===== src/rtl/mem_exibicao_pkg.sv =====
// Shared types for the capture-and-display buffer: FSM states and synchroniser depth.
package mem_exibicao_pkg;
  typedef enum logic [0:0] {
    VAZIO = 1'b0,
    VISTA = 1'b1
  } estado_t;

  localparam int SYNC_STAGES = 2;
endpackage


===== src/rtl/mem_exibicao_nav_sincroniza_pulso.sv =====
// Brings an asynchronous button level into Clk and emits one pulse per rising edge.
module sincroniza_pulso
  import mem_exibicao_pkg::*;
(
  input  logic Clk,
  input  logic Rst_n,
  input  logic botao,
  output logic pulso
);
  logic [SYNC_STAGES-1:0] sinc;
  logic                   ult;

  always_ff @(posedge Clk or negedge Rst_n) begin
    if (!Rst_n) begin
      sinc <= '0;
      ult  <= 1'b0;
    end else begin
      sinc <= {sinc[SYNC_STAGES-2:0], botao};
      ult  <= sinc[SYNC_STAGES-1];
    end
  end

  // Cleared history means a button already high at reset release still yields one pulse.
  assign pulso = sinc[SYNC_STAGES-1] & ~ult;
endmodule


===== src/rtl/mem_exibicao_nav.sv =====
// Capture buffer with button-driven forward/backward display navigation.
module mem_exibicao_nav
  import mem_exibicao_pkg::*;
#(
  parameter int WIDTH  = 32,
  parameter int DEPTH  = 32,
  parameter int REPEAT = 1,
  localparam int AW    = $clog2(DEPTH)
) (
  input  logic             Clk,
  input  logic             Rst_n,
  input  logic             captura,
  input  logic [WIDTH-1:0] dado,
  input  logic             proximo,
  input  logic             anterior,
  input  logic             limpar,
  output logic [WIDTH-1:0] saida,
  output logic [AW-1:0]    indice,
  output logic [AW:0]      ocupacao,
  output logic             cheio,
  output logic             valido
);
  logic             p_prox, p_ant;
  logic [WIDTH-1:0] mem [DEPTH];
  estado_t          estado;
  logic             wr, nav;
  logic [AW-1:0]    alvo;
  logic [AW:0]      ocup_m1, prox_ext;

  sincroniza_pulso u_sinc_prox (.Clk(Clk), .Rst_n(Rst_n), .botao(proximo),  .pulso(p_prox));
  sincroniza_pulso u_sinc_ant  (.Clk(Clk), .Rst_n(Rst_n), .botao(anterior), .pulso(p_ant));

  assign cheio    = (ocupacao == (AW+1)'(DEPTH));
  assign valido   = (estado == VISTA);
  assign wr       = captura & ~cheio & ~limpar;
  assign ocup_m1  = ocupacao - 1'b1;
  assign prox_ext = {1'b0, indice} + 1'b1;

  // Target entry for this cycle's step; coincident pulses cancel out.
  always_comb begin
    nav  = 1'b0;
    alvo = indice;
    if ((p_prox ^ p_ant) && (ocupacao != '0)) begin
      if (estado == VAZIO) begin
        nav  = 1'b1;
        alvo = p_prox ? '0 : ocup_m1[AW-1:0];
      end else if (p_prox) begin
        if (prox_ext < ocupacao) begin
          nav  = 1'b1;
          alvo = prox_ext[AW-1:0];
        end else if (REPEAT != 0) begin
          nav  = 1'b1;
          alvo = '0;
        end
      end else begin
        if (indice != '0) begin
          nav  = 1'b1;
          alvo = indice - 1'b1;
        end else if (REPEAT != 0) begin
          nav  = 1'b1;
          alvo = ocup_m1[AW-1:0];
        end
      end
    end
  end

  // Storage is never reset; only entries below ocupacao are ever read.
  always_ff @(posedge Clk) begin
    if (wr) mem[ocupacao[AW-1:0]] <= dado;
  end

  always_ff @(posedge Clk or negedge Rst_n) begin
    if (!Rst_n) begin
      ocupacao <= '0;
      saida    <= '0;
      indice   <= '0;
      estado   <= VAZIO;
    end else if (limpar) begin
      ocupacao <= '0;
      saida    <= '0;
      indice   <= '0;
      estado   <= VAZIO;
    end else begin
      if (wr) ocupacao <= ocupacao + 1'b1;
      // alvo is always below the pre-write ocupacao, so it never aliases the write slot.
      if (nav) begin
        saida  <= mem[alvo];
        indice <= alvo;
        estado <= VISTA;
      end
    end
  end
endmodule


===== config.mk =====
export PLATFORM = sky130hd
export DESIGN_NAME = mem_exibicao_nav
export DESIGN_NICKNAME = d
export VERILOG_FILES = /design/src/rtl/mem_exibicao_pkg.sv /design/src/rtl/mem_exibicao_nav_sincroniza_pulso.sv /design/src/rtl/mem_exibicao_nav.sv
export SDC_FILE = /design/constraint.sdc
export NUM_CORES = 1
export LEC_CHECK = 0
export ABC_AREA = 1
export BUFFER_PORTS_ARGS = -buffer_cell sky130_fd_sc_hd__buf_2
export CAP_MARGIN = 20
export CORE_ASPECT_RATIO = 1.4
export CORE_MARGIN = 4
export CORE_UTILIZATION = 45
export DETAILED_ROUTE_END_ITERATION = 7
export PLACE_DENSITY = 0.57
export SKIP_CTS_REPAIR_TIMING = 1
export SYNTH_ARGS = -nofsm -noshare
export SYNTH_HDL_FRONTEND = slang
export SYNTH_SLANG_ARGS = --single-unit

===== constraint.sdc =====
create_clock -name Clk -period 6.42 [get_ports Clk]
set_input_delay 1.284 -clock Clk [delete_from_list [all_inputs] [get_ports Clk]]
set_output_delay 1.284 -clock Clk [all_outputs]
set_load 0.05 [all_outputs]

* After elaboration in Yosys (flattened, before gate mapping)
Memories as Yosys holds them, arrays and structs flattened. Index checks and enable logic that the tools add are counted.
Word-level totals: ROM bits 0, memories kept 1, memory bits (writable) 1024, output and inout port bits 45, input port bits 38, latch bits 0, register bits 50
Memories:
- mem | words 32, bits a word 32, read ports 1, clocked after memory_dff 0, write ports 1, RTL line mem_exibicao_nav.sv:24 | logic [WIDTH-1:0] mem [DEPTH];
Cells by class: shift operators 0, multipliers 0, order comparisons 1, muxes and demuxes 17, equality and inequality tests 1, reduce and logical (&&, ||, !) cells 5, $add $sub $neg 4, bitwise logic cells 9, divide/modulo/power cells 0
Operator list (number):
- 2-to-1 mux 32 bit | 2
- 2-to-1 mux 5 bit | 8
- 2-to-1 mux 6 bit | 2
- subtractor 5 x 1 -> 5 bit (second input constant) | 2
- adder 5 x 1 -> 6 bit (second input constant) | 1
- adder 6 x 1 -> 6 bit (second input constant) | 1
- equality test 6 bit (second input constant) | 1
- < comparator 6 bit | 1
- nonzero test 6 bit | 1
- 2-to-1 mux 1 bit | 5
- nonzero test 5 bit | 1
- AND 1 bit | 4
- NOT 1 bit | 4
- nonzero test 2 bit | 2
- logical AND 1 bit | 1
- bitwise XOR 1 bit | 1

* Longest topological paths before layout
Gate-level depths: netlist of run 1. An unclocked memory read counts as a cell.
word-level depth 9, depth in mapped cells 23, gate-level depth less buffers 21

* Cells and area by module
Synthesis of run 1 repeated with hierarchy kept, for this count alone.
Unflattened totals: cells, all modules 3579, area, all modules 43335.3 sq um
By module, submodules not included:
- mem_exibicao_nav | instances 1, cells an instance 3569, sequential area each 31850.5 sq um, area each 43165.1 sq um
- sincroniza_pulso | instances 2, cells an instance 5, sequential area each 75.1 sq um, area each 85.1 sq um

* Worst setup path before layout of run 1
OpenSTA, ideal clock, no wires.
path kind flip-flop to flip-flop, start point register ocupacao[0], end point memory mem[10][0], enable pin, cell stages (with the launch flop) 10, clock period less this slack 3731 ps, setup time 421 ps, data required time 5999 ps, path slack 2689 ps, arrival 3310 ps, cells stage by stage dfrtp_1 -> inv_1 -> ha_1 -> inv_1 -> nor2_1 -> inv_1 -> o21ai_0 -> nor2_1 -> nand2_1 -> nor2_1
Between the ends: word-level cells in the longest chain between the ends 6
RTL lines:
- start, declared | RTL line mem_exibicao_nav.sv:19 | output logic [AW:0] ocupacao,
- start signal, assigned | RTL line mem_exibicao_nav.sv:84 | if (wr) ocupacao <= ocupacao + 1'b1;
- equality test 6 bit | RTL line mem_exibicao_nav.sv:33 | assign cheio = (ocupacao == (AW+1)'(DEPTH));
- NOT 1 bit | RTL line mem_exibicao_nav.sv:35 | assign wr = captura & ~cheio & ~limpar;
- AND 1 bit (2 in a row) | RTL line mem_exibicao_nav.sv:35
- 2-to-1 mux 1 bit | RTL line mem_exibicao_nav.sv:69 | if (wr) mem[ocupacao[AW-1:0]] <= dado;
- 2-to-1 mux 1 bit (implied by the code) | RTL line mem_exibicao_nav.sv:69
- end, declared | RTL line mem_exibicao_nav.sv:24
Several ways; a longest one is shown, not always the timed one.

* Worst setup path after layout of run 1
start point register indice[1], end point register saida[24]
Between the ends: word-level cells in the longest chain between the ends 9, elaborated cells on any way between the ends 12, those cells by class add/sub: 2; order compare: 1; mux: 7; reduce/logical: 1; memory: 1
RTL lines:
- start, declared | RTL line mem_exibicao_nav.sv:18 | output logic [AW-1:0] indice,
- start signal, assigned | RTL line mem_exibicao_nav.sv:88 | indice <= alvo;
- adder 5 x 1 -> 6 bit | RTL line mem_exibicao_nav.sv:37 | assign prox_ext = {1'b0, indice} + 1'b1;
- < comparator 6 bit | RTL line mem_exibicao_nav.sv:48 | if (prox_ext < ocupacao) begin
- 2-to-1 mux 5 bit | RTL line mem_exibicao_nav.sv:48
- 2-to-1 mux 5 bit | RTL line mem_exibicao_nav.sv:47 | end else if (p_prox) begin
- 2-to-1 mux 5 bit | RTL line mem_exibicao_nav.sv:44 | if (estado == VAZIO) begin
- 2-to-1 mux 5 bit * | RTL line mem_exibicao_nav.sv:43 | if ((p_prox ^ p_ant) && (ocupacao != '0)) begin
- memory read (32 x 32 bit) *
- 2-to-1 mux 32 bit * | RTL line mem_exibicao_nav.sv:86 | if (nav) begin
- 2-to-1 mux 32 bit * | RTL line mem_exibicao_nav.sv:78 | end else if (limpar) begin
- end signal, assigned | RTL line mem_exibicao_nav.sv:87 | saida <= mem[alvo];
- end, declared | RTL line mem_exibicao_nav.sv:17 | output logic [WIDTH-1:0] saida,
Mark *: on every way between the ends. The rest lies on a longest branch, timed or not. The select of a mux whose other input is x is not followed. A chain may end at the register's enable or synchronous reset.

==> flow_summary.json, run 1 <==
{
  "critPathArrivalTime_ns": 5.45,
  "yosysSeqAreaShare": 0.738,
  "grt_remaining_overflow": 0,
  "firstDrtPassIters": 5,
  "reg2regPathDepth": 20,
  "crit_slowest_cell": "buf_4",
  "comb_power_share": 0.140,
  "hold_viol_final": 0,
  "ctsRootBufferMaster": "clkbuf_16",
  "layout_commonest_cell": "nand3_1",
  "drt_wl_total_um": 127000,
  "min_path_cells": 0,
  "port_buffers": 82,
  "synth_seq_cells": 1074,
  "die_w_um": 270,
  "slew_viol_final": 0,
  "critPathMostFrequentCell": "nand3_1",
  "period_share": 0.752,
  "crit_path_max_incr_delay_ns": 0.80,
  "rsz0062_at_grt": "false",
  "max_slew_margin": 0.179,
  "grt_max_degree": 182,
  "cts_tree": "built",
  "num_rows": 134,
  "cts.sinks": 1074,
  "antenna_left": 0,
  "p_int_w": 0.0117,
  "power_density_nw_per_um2": 332,
  "syn_nets": 3634,
  "cts.reportedPaths.clkPinSlew_ns": 0.07,
  "switching_share": 0.271,
  "ys.flop_type": "edfxtp_1",
  "areaGrowthSynthToFinish_pct": 11.6,
  "synthCells": 3585,
  "cp_cell_sequence": "ha_1 -> nand3_1 -> xor2_1 -> ha_1 -> nand2_1 -> nor2_1 -> nand2_1 -> nand3_1 -> nand2_1 -> nand2_1 -> nand2_4 -> nand2_8 -> clkinv_8 -> buf_4 -> nand2_1 -> nand3_1 -> nand3_1 -> nand3_1 -> nand3_1 -> nand3_1",
  "end_kind": "flop",
  "drive_above_1_share": 0.0968,
  "setup_viol": 0,
  "setup_tns_ns": 0,
  "dp_cells": 4722,
  "clockBufferDepth": 3,
  "layout_common_cells": "nand3_1 (1112), nand2_1 (1025), edfxtp_1 (1024), clkbuf_16 (103), buf_2 (82)",
  "cap_violations": 0,
  "ys_async_sr_fraction": 0.0466,
  "synth-edff-count": 1024,
  "io_pins": 83,
  "min_period_ns": 4.83,
  "p_sw_w": 0.00434,
  "leakagePower_nw": 17.2,
  "nNetsFinal": 3649,
  "worstPathMaxFanout": 152,
  "routedWlPerCell_um": 25.8,
  "viasPerCell": 5.80,
  "hp-class": "reg2reg",
  "outcome": "complete, no violations",
  "dieArea_um2": 101000,
  "yosysUniqueCellTypes": 34,
  "layoutNonFillerInstCount": 4916,
  "first_iter_violations": 3234,
  "numCtsBuffers": 100,
  "fin_skew_ns": 0.0341,
  "startpoint_type": "flop",
  "fmax_mhz": 207,
  "sequentialPowerShare": 0.486,
  "cp.required_ns": 7.05,
  "insertion_delay_ns": 0.70,
  "tightestPinTransition_ns": 1.23,
  "hpwl_um": 64500,
  "vias": 28500,
  "grt_pass1_vias": 27100,
  "grt_first_pass_wirelength_um": 185000,
  "worstSetupPathType": "reg2reg",
  "clock_power_share": 0.374,
  "grt_usage": 0.247,
  "start_util": 0.454,
  "syn_avg_cell_area_um2": 12.1,
  "grt_antenna_before_repair": 12,
  "syn_area_um2": 43300,
  "drc": 0,
  "dieHeight_um": 375,
  "gp_congestion": 0.792,
  "yosysWarnings": 0,
  "core_area_um2": 95400,
  "htree_levels": 3,
  "ir_worst_vdd_mv": 0.178
}
[power groups by stage]
stage          Clock, W  Combinational, W  Sequential [W]
2_1_floorplan         0           0.00143         0.00803
4_1_cts         0.00608           0.00226         0.00779
3_5_place_dp          0           0.00225         0.00794
6_report        0.00599           0.00225         0.00779
3_3_place_gp          0           0.00224         0.00794
5_1_grt         0.00636           0.00248         0.00779
[cell families after synthesis]
group / after synthesis / synth area share
compound gates: 23 / 0.00321
xor+xnor: 7 / 0.00141
fa+ha+maj: 11 / 0.00318
buf+inv: 268 / 0.0296
flops: 1074 / 0.738
simple gates: 2202 / 0.224
[flip-flops by register name, summed over array words and instances, names as in the netlist]
name,cells
u_sinc_ant.ult,1
mem,1024
valido,1
u_sinc_prox.sinc,2
ocupacao,6
u_sinc_ant.sinc,2
saida,32
u_sinc_prox.ult,1
indice,5
[final timing paths]
path                                          startpoint                            end  slack, ns
max                                indice[1]$_DFFE_PN0P_          saida[24]$_DFFE_PN0P_       1.59
min                        u_sinc_prox.sinc[0]$_DFF_PN0_  u_sinc_prox.sinc[1]$_DFF_PN0_       0.36
max reg2reg                        indice[1]$_DFFE_PN0P_          saida[24]$_DFFE_PN0P_       1.59
min reg2reg                u_sinc_prox.sinc[0]$_DFF_PN0_  u_sinc_prox.sinc[1]$_DFF_PN0_       0.36
max in group asynchronous                          Rst_n           saida[6]$_DFFE_PN0P_       4.81
min in group asynchronous                          Rst_n        ocupacao[4]$_DFFE_PN0P_       0.78
[metrics by stage]
step	worst slack, ns	area, µm²	hold slack, ns	total power, W	utilization
floorplan	2.69	43300	0.331	0.00946	-
global placement	1.70	45000	0.337	0.0102	0.472
detailed placement	1.64	45000	0.341	0.0102	0.472
CTS	1.64	48300	0.358	0.0161	0.507
global route	1.19	48300	0.357	0.0166	0.507
finish	1.59	48300	0.355	0.0160	0.507
[area by class of cell]
type	instances	area [µm²]
clock inverters	66	608
well taps	1224	1530
repair buffers	146	1010
clock buffers	123	2680
flip-flops and latches	1074	32000
fillers	8234	47100
inverters	35	153
multi-input cells	2243	10300
diodes	5	12.5
[worst max-delay path, delay by kind of cell, from the launching register on]
family | cells | cell delay, ns
xor+xnor | 1 | 0.19
fa+ha+maj | 2 | 0.51
buf+inv | 2 | 1.38
flops | 1 | 0.49
simple gates | 15 | 2.05
[Yosys cell counts, types with 2 or more instances]
library cell,n,area share
buf_1,9,0.00078
edfxtp_1,1024,0.71
clkbuf_1,34,0.0029
ha_1,11,0.0032
inv_1,26,0.0023
nand2_2,2,0.00029
nand3_1,1112,0.13
a21oi_1,8,0.00092
nand2_4,2,0.00052
o21a_1,2,0.00035
o22ai_1,3,0.00043
inv_4,2,0.00029
nor3_1,2,0.00023
clkinv_1,2,0.00017
inv_2,5,0.00043
o21ai_0,6,0.00069
buf_2,181,0.021
xor2_1,6,0.0012
nand2_1,1027,0.089
buf_4,6,0.0010
buf_6,3,0.00078
dfrtp_1,50,0.029
nor2_1,51,0.0044
[per-layer routing]
metal	track usage	share of wire	vias up
met5	0	0.00010	-
met4	0.0838	0.031	2
met3	0.0348	0.071	209
met2	0.413	0.49	1125
met1	0.335	0.41	14300
li1	-	-	12900
Power figures use the tool's default switching activity.
==> inputs of run 2 (changes only) <==
ABC_AREA = 0   (was 1)
PLACE_DENSITY = 0.6   (was 0.57)
clock period = 4.4 ns   (was 6.42 ns; I/O delays follow)
==> flow_summary.json, run 2 <==
{
  "antenna_left": 0,
  "worstPathMaxFanout": 38,
  "p_sw_w": 0.00596,
  "ys_async_sr_fraction": 0.0466,
  "nNetsFinal": 3165,
  "start_util": 0.455,
  "grt_remaining_overflow": 0,
  "grt_antenna_before_repair": 6,
  "end_kind": "flop",
  "synthCells": 2979,
  "switching_share": 0.258,
  "cts.reportedPaths.clkPinSlew_ns": 0.06,
  "first_iter_violations": 2780,
  "port_buffers": 82,
  "syn_nets": 3028,
  "p_int_w": 0.0172,
  "cts_tree": "built",
  "yosysUniqueCellTypes": 61,
  "min_path_cells": 1,
  "clockBufferDepth": 3,
  "numCtsBuffers": 99,
  "syn_area_um2": 42100,
  "layout_commonest_cell": "edfxtp_1",
  "layout_common_cells": "edfxtp_1 (1024), nand2_1 (745), nand3_1 (155), a21oi_1 (123), a31oi_1 (104)",
  "layoutNonFillerInstCount": 4410,
  "drt_wl_total_um": 119000,
  "die_w_um": 267,
  "tightestPinTransition_ns": 1.13,
  "rrSetupSlack_ns": 0.19,
  "synthTopCellsByCount": "edfxtp_1 (1024), nand2_1 (748), nand3_1 (155), a21oi_1 (123), a31oi_1 (104)",
  "min_period_ns": 4.21,
  "synth_seq_cells": 1074,
  "fin_skew_ns": 0.0289,
  "dp_cells": 4221,
  "synth-edff-count": 1024,
  "largest_register_ffs": 1024,
  "drc": 0,
  "leakagePower_nw": 16.4,
  "reg2regPathDepth": 17,
  "hp-class": "in2reg",
  "synthTopCellsByArea": "edfxtp_1 (73%), nand2_1 (6.7%), dfrtp_1 (3.0%)",
  "outcome": "complete, no violations",
  "ir_worst_vdd_mv": 0.330,
  "firstDrtPassIters": 7,
  "gp_congestion": 0.911,
  "grt_pass1_vias": 25700,
  "rsz0062_at_grt": "false",
  "startpoint_type": "flop",
  "routedWlPerCell_um": 27.1,
  "max_slew_margin": 0.242,
  "cts.sinks": 1074,
  "sequentialPowerShare": 0.493,
  "netlist.area_leader.share": 0.730,
  "setup_tns_ns": 0,
  "ys.flop_type": "edfxtp_1",
  "setup_viol": 0,
  "areaGrowthSynthToFinish_pct": 14.7,
  "synth_most_common_cell": "edfxtp_1",
  "comb_power_share": 0.135,
  "clock_power_share": 0.373,
  "power_density_nw_per_um2": 479,
  "vias": 26300,
  "holdWs_ns": 0.329,
  "dieArea_um2": 98600,
  "yosysSeqAreaShare": 0.760,
  "htree_levels": 3,
  "reg2reg_from": "indice[0]$_DFFE_PN0P_",
  "ctsRootBufferMaster": "clkbuf_16",
  "syn_avg_cell_area_um2": 14.1,
  "worstSetupPathType": "reg2reg",
  "period_share": 0.957,
  "insertion_delay_ns": 0.68,
  "core_area_um2": 92700,
  "worstHoldStart": "anterior",
  "rr_endpoint": "saida[1]$_DFFE_PN0P_",
  "slew_viol_final": 0,
  "grt_max_degree": 70,
  "fmax_mhz": 238,
  "hpwl_um": 71400,
  "io_pins": 83,
  "grt_usage": 0.239,
  "grt_first_pass_wirelength_um": 173000,
  "yosysWarnings": 0,
  "cp.required_ns": 4.95,
  "num_rows": 132,
  "critPathArrivalTime_ns": 4.75,
  "cap_violations": 0,
  "hold_viol_final": 0,
  "drive_above_1_share": 0.129,
  "dieHeight_um": 370,
  "min_to": "u_sinc_ant.sinc[0]$_DFF_PN0_",
  "viasPerCell": 5.96,
  "synth_top_area_cell": "edfxtp_1"
}
run 2: routing by layer:
metal | part of all wire | track usage
met2 | 0.50 | 0.417
met5 | 0 | 0
met4 | 0.051 | 0.114
met3 | 0.064 | 0.0274
met1 | 0.38 | 0.298
run 2: kinds of logic (layout without fill, tap and decap cells):
group,count (synthesis),in the layout,share of synthesized area
AND/OR/NAND/NOR,1113,1113,0.113
other,0,2,0
XOR/XNOR,12,12,0.00250
AO/OA/AOI/OAI,491,491,0.0794
buffers and inverters,193,416,0.0218
flip-flops,1074,1074,0.760
adder cells (fa/ha/maj),11,11,0.00327
multiplexers,85,85,0.0202
run 2: worst max path at each step:
stage / startpoint / endpoint / cells after the start
floorplan: ocupacao[0]$_DFFE_PN0P_ / mem[13][0]$_DFFE_PP_ / 8
global placement: indice[0]$_DFFE_PN0P_ / saida[1]$_DFFE_PN0P_ / 17
detailed placement: indice[0]$_DFFE_PN0P_ / saida[1]$_DFFE_PN0P_ / 17
CTS: indice[0]$_DFFE_PN0P_ / saida[1]$_DFFE_PN0P_ / 17
global route: indice[0]$_DFFE_PN0P_ / saida[1]$_DFFE_PN0P_ / 17
finish: indice[0]$_DFFE_PN0P_ / saida[1]$_DFFE_PN0P_ / 17
run 2: layout make-up:
type	count	area [µm²]
Timing Repair Buffer	219	1990
Tap cell	1206	1510
Inverter	10	37.5
Clock buffer	142	2780
Sequential cell	1074	32000
Antenna cell	2	5.00
Multi-Input combinational cell	1712	9500
Clock inverter	45	469
Fill cell	7541	44400
run 2: worst max-delay path, stage by stage, from the launching register on:
cell and delay [ns]:
dfrtp_1 0.44, ha_1 0.27, nand3_1 0.11, xor2_1 0.21
inv_1 0.09, ha_1 0.29, and4_1 0.20, o21a_1 0.14
nor2_1 0.12, o221ai_1 0.20, and2_4 0.33, buf_12 0.26
nor2_2 0.15, buf_4 0.38, a32oi_1 0.17, and3_1 0.18
a31oi_1 0.37, nand4_1 0.14
run 2: through the flow:
stage	area, µm²	setup slack, ns	total power, W	util
after floorplan	42100	0.324	0.0135	-
after global placement	45000	0.251	0.0147	0.486
after detailed placement	45000	0.252	0.0147	0.486
after CTS	48300	0.247	0.0233	0.521
after global routing	48300	0.0378	0.0239	0.521
final	48300	0.191	0.0231	0.521
run 2: power groups by stage:
stage	Sequential (W)	Clock (W)	Combinational, W
floorplan	0.0117	0	0.00171
global placement	0.0116	0	0.00307
detailed placement	0.0116	0	0.00311
CTS	0.0114	0.00875	0.00312
global route	0.0114	0.00917	0.00333
finish	0.0114	0.00862	0.00311
